## src/rtl/uart_pkg.sv

```systemverilog
// Shared definitions for the UART receive path: byte width, default
// header byte and the word assembler state encoding.
package uart_pkg;

    localparam int UART_BYTE_W = 8;

    localparam logic [UART_BYTE_W-1:0] SYNC_BYTE_DEFAULT = 8'hA5;

    // HUNT is only reachable when the assembler is built with header sync.
    typedef enum logic [1:0] {
        ST_HUNT    = 2'd0,
        ST_IDLE    = 2'd1,
        ST_COLLECT = 2'd2
    } asm_state_t;

endpackage

```

## src/rtl/uart_timeout_cnt.sv

```systemverilog
// Saturating inter-byte timeout counter. Counts while enabled, is zeroed
// by clear, and flags expiry while enabled at TIMEOUT_CYCLES-1.
module uart_timeout_cnt #(
    parameter int TIMEOUT_CYCLES = 20000
) (
    input  logic clk,
    input  logic rst_n,
    input  logic i_clr,
    input  logic i_en,
    output logic o_expired
);

    localparam int CNT_W = (TIMEOUT_CYCLES > 1) ? $clog2(TIMEOUT_CYCLES) : 1;
    localparam logic [CNT_W-1:0] CNT_MAX = CNT_W'(TIMEOUT_CYCLES - 1);

    logic [CNT_W-1:0] r_cnt;

    // Count up while enabled, hold at the expiry value instead of wrapping.
    always_ff @(posedge clk or negedge rst_n) begin
        if (!rst_n) begin
            r_cnt <= '0;
        end else if (i_clr) begin
            r_cnt <= '0;
        end else if (i_en && (r_cnt != CNT_MAX)) begin
            r_cnt <= r_cnt + CNT_W'(1);
        end
    end

    assign o_expired = i_en && (r_cnt == CNT_MAX);

endmodule

```

## src/rtl/uart_word_assembler.sv

```systemverilog
// Packs consecutive UART bytes little-endian into wide words and presents
// them on a valid/ready interface, with inter-byte timeout and overflow
// detection. Optional header synchronisation is built with the
// ASSEMBLER_SYNC_EN macro: bytes are ignored until SYNC_BYTE arrives.
module uart_word_assembler
    import uart_pkg::*;
#(
    parameter int                BYTE_W         = UART_BYTE_W,
    parameter int                BYTES_PER_WORD = 4,
    parameter int                TIMEOUT_CYCLES = 20000,
    parameter logic [BYTE_W-1:0] SYNC_BYTE      = BYTE_W'(SYNC_BYTE_DEFAULT)
) (
    input  logic                             clk,
    input  logic                             rst_n,
    input  logic [BYTE_W-1:0]                rx_data,
    input  logic                             rx_done,
    output logic [BYTE_W*BYTES_PER_WORD-1:0] out_data,
    output logic                             out_valid,
    input  logic                             out_ready,
    output logic                             overflow,
    output logic                             timeout_err,
    input  logic                             err_clr,
    output logic [15:0]                      word_cnt
);

    localparam int WORD_W = BYTE_W * BYTES_PER_WORD;
    localparam int IDX_W  = (BYTES_PER_WORD > 1) ? $clog2(BYTES_PER_WORD) : 1;
    localparam logic [IDX_W-1:0] LAST_IDX = IDX_W'(BYTES_PER_WORD - 1);

`ifdef ASSEMBLER_SYNC_EN
    localparam asm_state_t ST_REST = ST_HUNT;
`else
    localparam asm_state_t ST_REST = ST_IDLE;
`endif

    asm_state_t        r_state;
    asm_state_t        w_next_state;
    logic [IDX_W-1:0]  r_idx;
    logic [WORD_W-1:0] r_asm;
    logic [WORD_W-1:0] r_out_data;
    logic              r_out_valid;
    logic              r_overflow;
    logic              r_timeout_err;
    logic [15:0]       r_word_cnt;

    logic              w_take;
    logic              w_complete;
    logic              w_timeout;
    logic              w_expired;
    logic              w_cnt_en;
    logic              w_cnt_clr;
    logic              w_load;
    logic              w_drop;
    logic [WORD_W-1:0] w_word;

    // Decode byte acceptance, completion, timeout and counter control.
    always_comb begin
        w_take     = rx_done && ((r_state == ST_IDLE) || (r_state == ST_COLLECT));
        w_complete = w_take && (r_idx == LAST_IDX);
`ifdef ASSEMBLER_SYNC_EN
        // After the header byte the word is already under way, so the
        // timeout also guards the wait for its first data byte.
        w_cnt_en   = (r_state == ST_IDLE) || (r_state == ST_COLLECT);
`else
        w_cnt_en   = (r_state == ST_COLLECT);
`endif
        w_cnt_clr  = rx_done || !w_cnt_en;
        w_timeout  = w_expired && !rx_done;
        w_load     = w_complete && (!r_out_valid || out_ready);
        w_drop     = w_complete && r_out_valid && !out_ready;
    end

    // Word as it stands including the byte arriving this cycle.
    always_comb begin
        w_word = r_asm;
        w_word[int'(r_idx)*BYTE_W +: BYTE_W] = rx_data;
    end

    uart_timeout_cnt #(
        .TIMEOUT_CYCLES (TIMEOUT_CYCLES)
    ) u_timeout_cnt (
        .clk       (clk),
        .rst_n     (rst_n),
        .i_clr     (w_cnt_clr),
        .i_en      (w_cnt_en),
        .o_expired (w_expired)
    );

    // Next-state logic for the assembly state machine.
    always_comb begin
        w_next_state = r_state;
        case (r_state)
            ST_HUNT: begin
                if (rx_done && (rx_data == SYNC_BYTE)) begin
                    w_next_state = ST_IDLE;
                end
            end
            ST_IDLE, ST_COLLECT: begin
                if (w_take) begin
                    w_next_state = w_complete ? ST_REST : ST_COLLECT;
                end else if (w_timeout) begin
                    w_next_state = ST_REST;
                end
            end
            default: w_next_state = ST_REST;
        endcase
    end

    // State register.
    always_ff @(posedge clk or negedge rst_n) begin
        if (!rst_n) begin
            r_state <= ST_REST;
        end else begin
            r_state <= w_next_state;
        end
    end

    // Byte slot index and assembly register; both restart on completion or timeout.
    always_ff @(posedge clk or negedge rst_n) begin
        if (!rst_n) begin
            r_idx <= '0;
            r_asm <= '0;
        end else if (w_complete || w_timeout) begin
            r_idx <= '0;
            r_asm <= '0;
        end else if (w_take) begin
            r_idx <= r_idx + IDX_W'(1);
            r_asm <= w_word;
        end
    end

    // Output register and handshake; a completed word loads if the slot is free or being consumed.
    always_ff @(posedge clk or negedge rst_n) begin
        if (!rst_n) begin
            r_out_data  <= '0;
            r_out_valid <= 1'b0;
            r_word_cnt  <= '0;
        end else if (w_load) begin
            r_out_data  <= w_word;
            r_out_valid <= 1'b1;
            r_word_cnt  <= r_word_cnt + 16'd1;
        end else if (r_out_valid && out_ready) begin
            r_out_valid <= 1'b0;
        end
    end

    // Sticky error flags; a new event outranks a simultaneous clear.
    always_ff @(posedge clk or negedge rst_n) begin
        if (!rst_n) begin
            r_overflow    <= 1'b0;
            r_timeout_err <= 1'b0;
        end else begin
            if (w_drop) begin
                r_overflow <= 1'b1;
            end else if (err_clr) begin
                r_overflow <= 1'b0;
            end
            if (w_timeout) begin
                r_timeout_err <= 1'b1;
            end else if (err_clr) begin
                r_timeout_err <= 1'b0;
            end
        end
    end

    assign out_data    = r_out_data;
    assign out_valid   = r_out_valid;
    assign overflow    = r_overflow;
    assign timeout_err = r_timeout_err;
    assign word_cnt    = r_word_cnt;

endmodule

```

## config.mk

```make
export PLATFORM = sky130hd
export DESIGN_NAME = uart_word_assembler
export DESIGN_NICKNAME = d
export VERILOG_FILES = /design/src/rtl/uart_pkg.sv /design/src/rtl/uart_timeout_cnt.sv /design/src/rtl/uart_word_assembler.sv
export SDC_FILE = /design/constraint.sdc
export NUM_CORES = 1
export LEC_CHECK = 0
export CAP_MARGIN = 15
export CORE_MARGIN = 3
export CORE_UTILIZATION = 52
export CTS_BUF_LIST = sky130_fd_sc_hd__clkbuf_4
export DETAILED_ROUTE_END_ITERATION = 10
export PLACE_DENSITY = 0.9
export SYNTH_ARGS = -nofsm -noshare
export SYNTH_HDL_FRONTEND = slang
export SYNTH_HIERARCHICAL = 1
export SYNTH_SLANG_ARGS = --single-unit
export TNS_END_PERCENT = 1
```

## constraint.sdc

```tcl
create_clock -name clk -period 1.8 [get_ports clk]
set_input_delay 0.54 -clock clk [delete_from_list [all_inputs] [get_ports clk]]
set_output_delay 0.54 -clock clk [all_outputs]
set_load 0.005 [all_outputs]
```

# Yosys cells after proc, flatten, opt, wreduce, memory -nomap -nowiden
# Cells that the tools add are included.
[classes] add_sub_neg=4 multipliers=0 n_div=0 magnitude_cmp=0 n_eq_ne=8 n_shift=2 mux=17 bitwise=0 n_reduce_logical=26
[ops] op="two-way mux 32 bit" n=2
[ops] op="negation 5 -> 33 bit" n=1
[ops] op="variable shift 8 x 33 -> 32 bit (first input constant)" n=1
[ops] op="indexed part select 8 x 33 -> 32 bit" n=1
[ops] op="bitwise mux 32 bit" n=1
[ops] op="two-way mux 15 bit" n=2
[ops] op="adder 16 x 1 -> 16 bit (second input constant)" n=1
[ops] op="adder 15 x 1 -> 15 bit (second input constant)" n=1
[ops] op="== test 15 bit (second input constant)" n=1
[ops] op="!= test 15 bit (second input constant)" n=1
[ops] op="two-way mux 2 bit" n=6
[ops] op="logical AND 1 bit" n=10
[ops] op="nonzero test 2 bit" n=5
[ops] op="== test 8 bit (second input constant)" n=1
[ops] op="two-way mux 1 bit" n=5
[ops] op="== test 2 bit (second input constant)" n=2
[ops] op="zero test 1 bit" n=4
[ops] op="logical OR 1 bit" n=4
[ops] op="case mux 2 bit (2 select lines)" n=1
[ops] op="!= test 3 bit (second input constant)" n=1
[ops] op="adder 2 x 1 -> 2 bit (second input constant)" n=1
[ops] op="== test 2 x 1 -> 1 bit (second input constant)" n=1
[ops] op="zero test 2 bit" n=1
[ops] op="!= test 2 bit (second input constant)" n=1
[ops] op="2 further kinds" n=2
[word_totals] regBits=102 latch_bits=0 ram_bits=0 rom_bits=0 in_bits=13 out_inout_bits=51 word_cells=66 mem_count=0

# Longest topological paths before layout
# Gate-level depths: netlist of the first run.
[depth] ltp_word=7 mapped_depth=8 mapped_depth_nobuf=7

# Hierarchy
# Netlist of the first run, hierarchy kept.
[modules_own_cells] module="uart_word_assembler" instances=1 cells_per_inst=373 area_per_inst_um2=4021.4 seq_area_each_um2=2178.3
[modules_own_cells] module="uart_timeout_cnt" instances=1 cells_per_inst=86 area_per_inst_um2=818.3 seq_area_each_um2=375.4

# Worst setup path before layout of the first run
# OpenSTA, ideal clock, no wires.
[synth_path] kind="flip-flop to flip-flop" start="reg u_timeout_cnt.r_cnt[0]" end="reg u_timeout_cnt.r_cnt[5]" setup_ns=0.078 arrival_ns=1.775 t_required_ns=1.722 setup_slack_ns=-0.053 path_stages_with_launch=7 synth_period_minus_slack_ns=1.853 cell_sequence="dfrtp_1 -> ha_1 -> and3_4 -> a41o_1 -> buf_6 -> or4_1 -> a21oi_1"
[synth_between] elab_chain_len=3 elab_cells_between_ends=6 classes_between="add/sub: 1; eq/ne: 1; mux: 2; reduce/logical: 2"
[synth_lines] element="start, declared" line_no="uart_timeout_cnt.sv:16" rtl="logic [CNT_W-1:0] r_cnt;"
[synth_lines] element="start signal, assigned" line_no="uart_timeout_cnt.sv:25" rtl="r_cnt <= r_cnt + CNT_W'(1);"
[synth_lines] element="adder 15 x 1 -> 15 bit / != test 15 bit (equally long branches)" line_no="uart_timeout_cnt.sv:25, uart_timeout_cnt.sv:24"
[synth_lines] element="two-way mux 15 bit / logical AND 1 bit (equally long branches)" line_no="uart_timeout_cnt.sv:24" rtl="end else if (i_en && (r_cnt != CNT_MAX)) begin"
[synth_lines] element="two-way mux 15 bit / nonzero test 2 bit (equally long branches)"
# Parallel ways exist; a longest one is shown, timed or not. The select of a mux whose other input is x is not followed.
# A chain may end at the register's enable or synchronous reset.

# Final worst setup path of the first run
[layout_path] start="reg r_state[0]" end="reg r_out_data[16] (netlist: out_data[16])"
[layout_between] elab_chain_len=5 elab_cells_between_ends=6 classes_between="eq/ne: 2; reduce/logical: 4"
[layout_lines] element="start, declared" line_no="uart_word_assembler.sv:36" rtl="asm_state_t r_state;"
[layout_lines] element="start signal, assigned" line_no="uart_word_assembler.sv:114" rtl="r_state <= w_next_state;"
[layout_lines] element="== test 2 x 1 -> 1 bit / == test 2 bit (equally long branches)" line_no="uart_word_assembler.sv:58" rtl="w_take = rx_done && ((r_state == ST_IDLE) || (r_state == ST_COLLECT));"
[layout_lines] element="logical OR 1 bit *" line_no="uart_word_assembler.sv:58"
[layout_lines] element="logical AND 1 bit *" line_no="uart_word_assembler.sv:58"
[layout_lines] element="logical AND 1 bit *" line_no="uart_word_assembler.sv:59" rtl="w_complete = w_take && (r_idx == LAST_IDX);"
[layout_lines] element="logical AND 1 bit *" line_no="uart_word_assembler.sv:69" rtl="w_load = w_complete && (!r_out_valid || out_ready);"
[layout_lines] element="end signal, assigned" line_no="uart_word_assembler.sv:139" rtl="r_out_data <= w_word;"
[layout_lines] element="end, declared" line_no="uart_word_assembler.sv:40" rtl="logic [WORD_W-1:0] r_out_data;"
# Mark *: on every way between the ends. The rest lies on a longest branch, timed or not.

==> results.txt, run 1 <==
----------------------------------------------------
[Finish]
  Ant. Diodes ... 0
  Total Nets Final ... 595
  Area grow syn2layout ... 30.8%
  Fraction of final layout cells sized beyond drive strength 1 ... 22.6%
  Commonest non-fill, non-tap cells in the layout ... dfrtp_1, buf_4, dlygate4sd2_1, nand2_1, a21oi_1
  Filler instances ... 613
  Most common library cell in the layout ignoring fill and taps ... dfrtp_1

[Pwr]
  Switching share of power ... 35.5%
  Relative contribution of the clock network to total power ... 18.3%
  Register share of total power ... 42.8%
  Power density over the cells ... 1140 nW/um^2
  Worst-case vdd ir drop ... 0.660 mV
  Net switching power ... 2.56 mW
  Total leakage power ... 3.00 nW
  Internal ... 4.66 mW
  Total power after layout ... 7.22 mW
  Combinational group share of total power ... 38.9%

[Routing]
  Avg Vias per Cell ... 6.23
  Count of nets left with antenna violations after detail routing ... 0
  Final routed wire length divided by cell count ... 20.0 um
  Number of detailed-route iterations in the first pass ... 5
  Number of vias after detailed routing ... 4256
  Detailed Route Iter0 Violations ... 273
  DRC violation count after routing ... 0
  Final wirelength ... 13700 um

[CTS]
  Clock latency at the later pin of the worst-skew pair ... 0.46 ns
  Buffers from clock root to sink, at most ... 2
  CTS tree ... yes
  Clk pin slew, worst setup/hold paths ... 0.17 ns
  Root Buffer ... clkbuf_4
  H-tree levels ... 3
  Clock net sink count ... 102
  TritonCTS Buffers ... 9

[Timing]
  Worst hold slack across all endpoints ... 0.479 ns
  Max Clock Freq ... 0.543 GHz
  Time the final worst path needs with I/O delays and setup ... 1.84 ns
  Final clock period utilization by the worst path ... 102%
  Least setup slack across all paths after layout ... -0.0407 ns
  Pin slew with the least headroom to its limit ... 0.432 ns
  Final hold violation count ... 0
  Number of setup violations in the final report ... 3
  Max Transition Viols Final ... 0
  Slew headroom ... 71.2%
  Worst Clk Skew ... 0.0238 ns
  Unrepaired setup endpoints after global routing ... yes

[Critical path]
  Kind of start point of the critical path ... flop
  Reg-to-reg setup timing slack ... -0.04 ns
  Kind of critical path ... reg2reg
  Biggest fanout along the worst timing path ... 8
  Critical Path RT ... 2.17 ns
  Capturing point of the worst reg2reg path ... out_data[16]
  Cells along the critical path ... inv_4 > ha_4 > and3_4 > buf_6 > nand2_8 > clkbuf_16 > o21ai_0
  Number of buffers and inverters on the critical path ... 3
  Cell with the largest stage delay on the worst path ... dfstp_2
  Family with the most delay on the worst path ... flip-flops
  Number of cell instances on the worst register-to-register path ... 7
  Worst flop-to-flop path startpoint ... r_state[0]
  Stage delay of the slowest cell on the critical path ... 0.59 ns
  Arr. time, crit path ... 2.21 ns
  Sort of element at the end of the critical path ... flop

[Synth]
  Share of the yosys chip area belonging to registers ... 52.8%
  Syn Inst Count ... 459
  Cell types with the largest area share after synthesis ... dfrtp_1, a32o_1, a21oi_1, o21ai_0, nand2_1
  Fraction of synthesis flops using an asynchronous set or reset pin ... 100%
  Number of different library cells in the post-synthesis netlist ... 47
  Area fraction of the dominant cell type after synthesis ... 52.2%
  Synthesis-stage register bit count ... 102
  Count of flip-flops with a built-in enable after synthesis ... 0
  Syn nets ... 483
  Yosys warns ... 6
  Mapped Avg Cell Area ... 10.5 sq um
  Most used flip-flop cell after synthesis ... dfrtp_1
  Combined area of all synthesized cells ... 4840 sq um
  Post-synth top area cell ... dfrtp_1

[Min path]
  Worst Hold Launch ... word_cnt[15]
  Class of the tightest hold or removal check ... reg2reg
  Depth of the worst hold-timing path ... 1
  Hold EP ... word_cnt[15]

[Die]
  Core box area ... 8890 sq um
  Initial Utilization ... 54.4%
  Area of the die ... 10500 sq um
  Die Y-Extent ... 102 um
  Number of rows created at floorplan ... 34
  Number of ports placed on the die boundary ... 64
  Die boundary width ... 102 um

[Placed design]
  RD Place Congestion ... 0.860
  Pre-CTS setup slack ... -0.311 ns
  Half-perimeter wire length after placement ... 8240 um
  Number of I/O port buffers ... 63

[Global route]
  First-pass GRT wire length ... 20000 um
  Leftover overflow at the end of global routing ... 0
  Initial antenna violation count ... 0
  Combined global-route utilization of all metal layers ... 24.6%
  Via count of the first global-routing pass ... 4170
  Largest net degree at the start of global routing ... 34

[Outcome]
  Failing checks ... negative setup slack
  Status ... complete, but fails checks

[Flow run]
  Total of max-cap violations ... 0

----------------------------------------------------
## layout make-up
class / instances / area (sq um) / share of cell area [%]
clock inverters: 6 / 87.6 / 1.38
multi-input cells: 316 / 2220 / 35.0
flip-flops and latches: 102 / 2550 / 40.4
well taps: 108 / 135 / 2.14
inverters: 8 / 32.5 / 0.514
clock buffers: 9 / 67.6 / 1.07
repair buffers: 134 / 1230 / 19.5
## worst register-to-register path, stage by stage, from the launching register on
cell	delay (ns)
dfstp_2	0.59
inv_4	0.05
ha_4	0.28
and3_4	0.21
buf_6	0.12
nand2_8	0.09
clkbuf_16	0.18
o21ai_0	0.25
## cell usage after synthesis, types with 4 or more instances
cell type	number
dfrtp_1	101
nand2_1	47
a21oi_1	40
o21ai_0	39
a32o_1	32
nor2b_1	25
nand3_1	17
xnor2_1	17
nor2_1	14
buf_2	12
ha_1	11
nand4_1	10
and2b_1	9
and3_1	8
buf_4	8
inv_1	8
clkbuf_2	6
buf_6	4
o21a_1	4
xor2_1	4
## flip-flops by register name, indices dropped and copies added, names as in the netlist
signal               count
u_timeout_cnt/r_cnt     15
timeout_err              1
word_cnt                16
r_idx                    2
r_asm                   32
out_valid                1
r_state                  2
overflow                 1
out_data                32
## metrics by stage
step	cell area [sq um]	instances	setup TNS, ns	util, %
2_1_floorplan	4840	459	0	-
3_3_place_gp	5850	649	-15.96	65.8
3_5_place_dp	5850	649	-20.91	65.8
4_1_cts	6150	678	-0.0989	69.2
5_1_grt	6330	683	-1.71	71.2
6_report	6330	683	-0.0448	71.2
## kinds of logic (layout without fill, tap and decap cells)
| logic type | after synthesis | in the layout | synth area share, % |
|---|---|---|---|
| xor gates and xnor gates | 21 | 21 | 3.80 |
| buffers and inverters | 41 | 157 | 4.89 |
| AOI/OAI and AO/OA | 123 | 123 | 16.7 |
| muxes | 3 | 3 | 0.672 |
| DFF | 102 | 102 | 52.8 |
| and+or+nand+nor | 158 | 158 | 18.4 |
| adders and majority gates | 11 | 11 | 2.84 |
## power groups by stage
stage / registers, mW / logic, mW / clock network [mW]
after floorplan: 3.08 / 1.39 / 0
after global placement: 3.08 / 2.37 / 0
after detailed placement: 3.12 / 2.52 / 0
after CTS: 3.05 / 2.53 / 1.31
after global routing: 3.13 / 3.03 / 1.42
final: 3.09 / 2.81 / 1.32
## what timing repair did
action / CTS / global route
endpoints found under the setup margin: 134 / 89
buffers inserted: 11 / 4
gates resized for setup: 67 / 38
hold endpoints to repair: 1 / 0
pin swaps: 4 / 11
gates cloned: 2 / 1
hold buffers: 1 / 0
## routing by layer
layer	vias to the layer above	GRT usage, %	routed length [um]
li1	1864	-	-
met1	2131	30.2	5220
met2	219	42.1	6970
met3	42	4.03	1070
met4	0	12.2	420
met5	-	0	0
## worst max path at each step
| stage | startpoint | endpoint | slack (ns) | depth (start not counted) |
|---|---|---|---|---|
| 2_1_floorplan | u_timeout_cnt/r_cnt[0] | u_timeout_cnt/r_cnt[5] | 0.007 | 6 |
| 3_3_place_gp | rx_done | r_asm[15] | -0.23 | 4 |
| 3_5_place_dp | rx_done | out_data[20] | -0.31 | 6 |
| 4_1_cts | r_state[0] | u_timeout_cnt/r_cnt[11] | -0.05 | 8 |
| 5_1_grt | r_state[0] | out_data[18] | -0.06 | 8 |
| 6_report | r_state[0] | out_data[16] | -0.04 | 7 |
(Power assumes the default switching activity.)
==> run 2: changes to the inputs <==
--- a/config.mk
+++ b/config.mk
@@ -7,10 +7,10 @@
 export LEC_CHECK = 0
 export CAP_MARGIN = 15
 export CORE_MARGIN = 3
-export CORE_UTILIZATION = 52
+export CORE_UTILIZATION = 40
 export CTS_BUF_LIST = sky130_fd_sc_hd__clkbuf_4
 export DETAILED_ROUTE_END_ITERATION = 10
-export PLACE_DENSITY = 0.9
+export PLACE_DENSITY = 0.74
 export SYNTH_ARGS = -nofsm -noshare
 export SYNTH_HDL_FRONTEND = slang
 export SYNTH_HIERARCHICAL = 1
==> run 2 against run 1 <==
Net effect:
- the flow still finishes with violations (negative setup slack)
- final area decreased by 1.2%
- core utilization shrank 17 points
- sequential cell count is the same
- critical path depth rose by 2
- wire length down 16%
- non-clock buffer count fell by 4
- power is 3.6% lower
- first-iteration DRC count is 18% higher
- worst hold slack lost 0.37 ns
- via count is 9.1% lower
- die area rose by 28%
- clock power about the same
- critical path type unchanged
- critical endpoint is now u_timeout_cnt/r_cnt[9]
==> results.txt, run 2 (synthesis gave the netlist of run 1 again) <==
----------------------------------------------------
[Critical path]
  Worst flop-to-flop path startpoint ... r_state[0]
  Arr. time, crit path ... 2.17 ns (-0.04 ns)
  Critical Path RT ... 2.16 ns (about the same)
  Critical path capture point ... u_timeout_cnt/r_cnt[9]
  Sort of element at the end of the critical path ... flop
  Biggest fanout along the worst timing path ... 5 (-3)
  Reg-to-reg setup timing slack ... -0.01 ns (+0.03 ns)
  Capturing point of the worst reg2reg path ... u_timeout_cnt/r_cnt[9]
  Kind of start point of the critical path ... flop
  Number of cell instances on the worst register-to-register path ... 9 (+2)
  Timing startpoint of the critical path ... r_state[0]
  Kind of critical path ... reg2reg

[Pwr]
  Combinational group share of total power ... 37.4% (-1.5 points)
  Switching share of power ... 33.7% (-1.8 points)
  Total power after layout ... 6.97 mW (-3.6%)
  Worst-case vdd ir drop ... 0.512 mV (-22%)
  Internal ... 4.62 mW (-0.93%)
  Relative contribution of the clock network to total power ... 19.0% (+0.7 points)
  Total leakage power ... 2.98 nW (-0.75%)
  Register share of total power ... 43.6% (+0.8 points)
  Net switching power ... 2.35 mW (-8.4%)
  Power density over the cells ... 1110 nW/um^2 (-2.4%)

[Finish]
  Most common library cell in the layout ignoring fill and taps ... dfrtp_1
  Final Non-Filler Cells ... 715 (+4.7%)
  Total Nets Final ... 591 (-0.67%)
  Ant. Diodes ... 0 (unchanged)
  Fraction of final layout cells sized beyond drive strength 1 ... 21.3% (-1.3 points)
  Commonest non-fill, non-tap cells in the layout ... dfrtp_1, buf_4, dlygate4sd2_1, nand2_1, a21oi_1
  Area grow syn2layout ... 29.2%

[CTS]
  H-tree levels ... 3 (unchanged)
  Root Buffer ... clkbuf_4
  Buffers from clock root to sink, at most ... 2 (unchanged)
  Clock net sink count ... 102 (unchanged)
  CTS tree ... yes
  Clock latency at the later pin of the worst-skew pair ... 0.46 ns (about the same)
  Clk pin slew, worst setup/hold paths ... 0.15 ns (-0.02 ns)
  Number of hold buffers added after cts ... 0 (-1)
  TritonCTS Buffers ... 9 (unchanged)

[Placed design]
  Half-perimeter wire length after placement ... 7360 um (-11%)
  Placed instance count ... 681 (+4.9%)
  Number of I/O port buffers ... 63 (unchanged)
  RD Place Congestion ... 0.809 (-5.9%)

[Global route]
  Via count of the first global-routing pass ... 3834 (-8.1%)
  First-pass GRT wire length ... 18700 um (-6.7%)
  Initial antenna violation count ... 0 (unchanged)
  Largest net degree at the start of global routing ... 103 (+200%)
  Leftover overflow at the end of global routing ... 0 (unchanged)
  Combined global-route utilization of all metal layers ... 17.4% (-7.2 points)

[Timing]
  Slew headroom ... 63.3% (-7.9 points)
  Max Transition Viols Final ... 0 (unchanged)
  Time the final worst path needs with I/O delays and setup ... 1.81 ns (-0.0259 ns)
  Worst hold slack across all endpoints ... 0.105 ns (-0.374 ns)
  Final clock period utilization by the worst path ... 101% (-1.4 points)
  Unrepaired setup endpoints after global routing ... yes
  Final hold violation count ... 0 (unchanged)
  Max Clock Freq ... 0.551 GHz (+1.4%)
  Worst Clk Skew ... 0.0125 ns (-0.0113 ns)
  Number of setup violations in the final report ... 1 (-2)
  Least setup slack across all paths after layout ... -0.0147 ns (+0.0259 ns)
  Final setup TNS ... -0.0147 ns (+0.0301 ns)
  Pin slew with the least headroom to its limit ... 0.550 ns (+0.118 ns)

[Min path]
  Class of the tightest hold or removal check ... in2async

[Routing]
  Count of nets left with antenna violations after detail routing ... 0 (unchanged)
  Number of detailed-route iterations in the first pass ... 4 (-1)
  Number of vias after detailed routing ... 3869 (-9.1%)
  Final wirelength ... 11500 um (-16%)
  Avg Vias per Cell ... 5.41 (-13%)
  DRC violation count after routing ... 0 (unchanged)
  Final routed wire length divided by cell count ... 16.1 um (-20%)
  Detailed Route Iter0 Violations ... 321 (+18%)

[Die]
  Die Y-Extent ... 116 um (+13%)
  Area of the die ... 13500 sq um (+28%)
  Die boundary width ... 116 um (+13%)
  Number of rows created at floorplan ... 39 (+15%)
  Core box area ... 11600 sq um (+31%)
  Number of ports placed on the die boundary ... 64 (unchanged)
  Initial Utilization ... 41.7% (-13 points)

[Outcome]
  Failing checks ... negative setup slack
  Status ... complete, but fails checks

[Flow run]
  Total of max-cap violations ... 0 (unchanged)

----------------------------------------------------
==> run 2: timing repair <==
action,in CTS,in global routing
buffers inserted,13,3
endpoints found under the hold margin,0,0
endpoints found under the setup margin,133,85
gates cloned,2,0
pin swaps,2,5
resized for setup,68,22
==> run 2: routing by layer <==
layer  part of all wire, %  vias to the layer above  global-route usage (%)
li1                      -                     1855                       -
met2                    51                       77                    29.5
met3                   3.6                       11                    2.25
met1                    44                     1926                    23.1
met4                   1.3                        0                    6.03
met5                     0                        -                       0
==> run 2: worst min-delay path by stage <==
stage | slack [ns] | start | to
5_1_grt | 0.15 | rst_n | out_data[9]
4_1_cts | 0.14 | rst_n | out_data[16]
3_3_place_gp | 0.46 | out_data[1] | out_data[1]
6_report | 0.11 | rst_n | out_data[9]
2_1_floorplan | 0.24 | rst_n | out_data[0]
3_5_place_dp | 0.47 | out_data[10] | out_data[10]
==> run 2: area by class of cell <==
class	instances	area, sq um
Fill cell	1022	5360
Sequential cell	102	2550
Multi-Input combinational cell	316	2160
Timing Repair Buffer	130	1170
Tap cell	143	179
Clock inverter	7	87.6
Clock buffer	9	67.6
Inverter	8	30.0
==> run 2: worst max-delay path: stages (launching register included) <==
cell and delay [ns]:
dfstp_2 0.57, inv_2 0.05, buf_4 0.12, ha_2 0.18, buf_4 0.14, and2_1 0.15
nand4_1 0.16, buf_4 0.16, xor2_1 0.14, nor2_1 0.05
==> run 2: per-stage QoR <==
stage / area (sq um) / setup WS (ns) / util [%]
2_1_floorplan: 4840 / 0.00722 / -
3_3_place_gp: 5880 / -0.216 / 50.6
3_5_place_dp: 5880 / -0.270 / 50.6
4_1_cts: 6180 / -0.0160 / 53.2
5_1_grt: 6250 / -0.0872 / 53.8
6_report: 6250 / -0.0147 / 53.8
==> run 2: power groups by stage <==
stage                     combinational (mW)  sequential [mW]  clock, mW
after floorplan                         1.39             3.08          0
after global placement                  2.39             3.08          0
after detailed placement                2.48             3.12          0
after CTS                               2.52             3.04       1.35
after global routing                    2.90             3.10       1.44
final                                   2.60             3.04       1.33
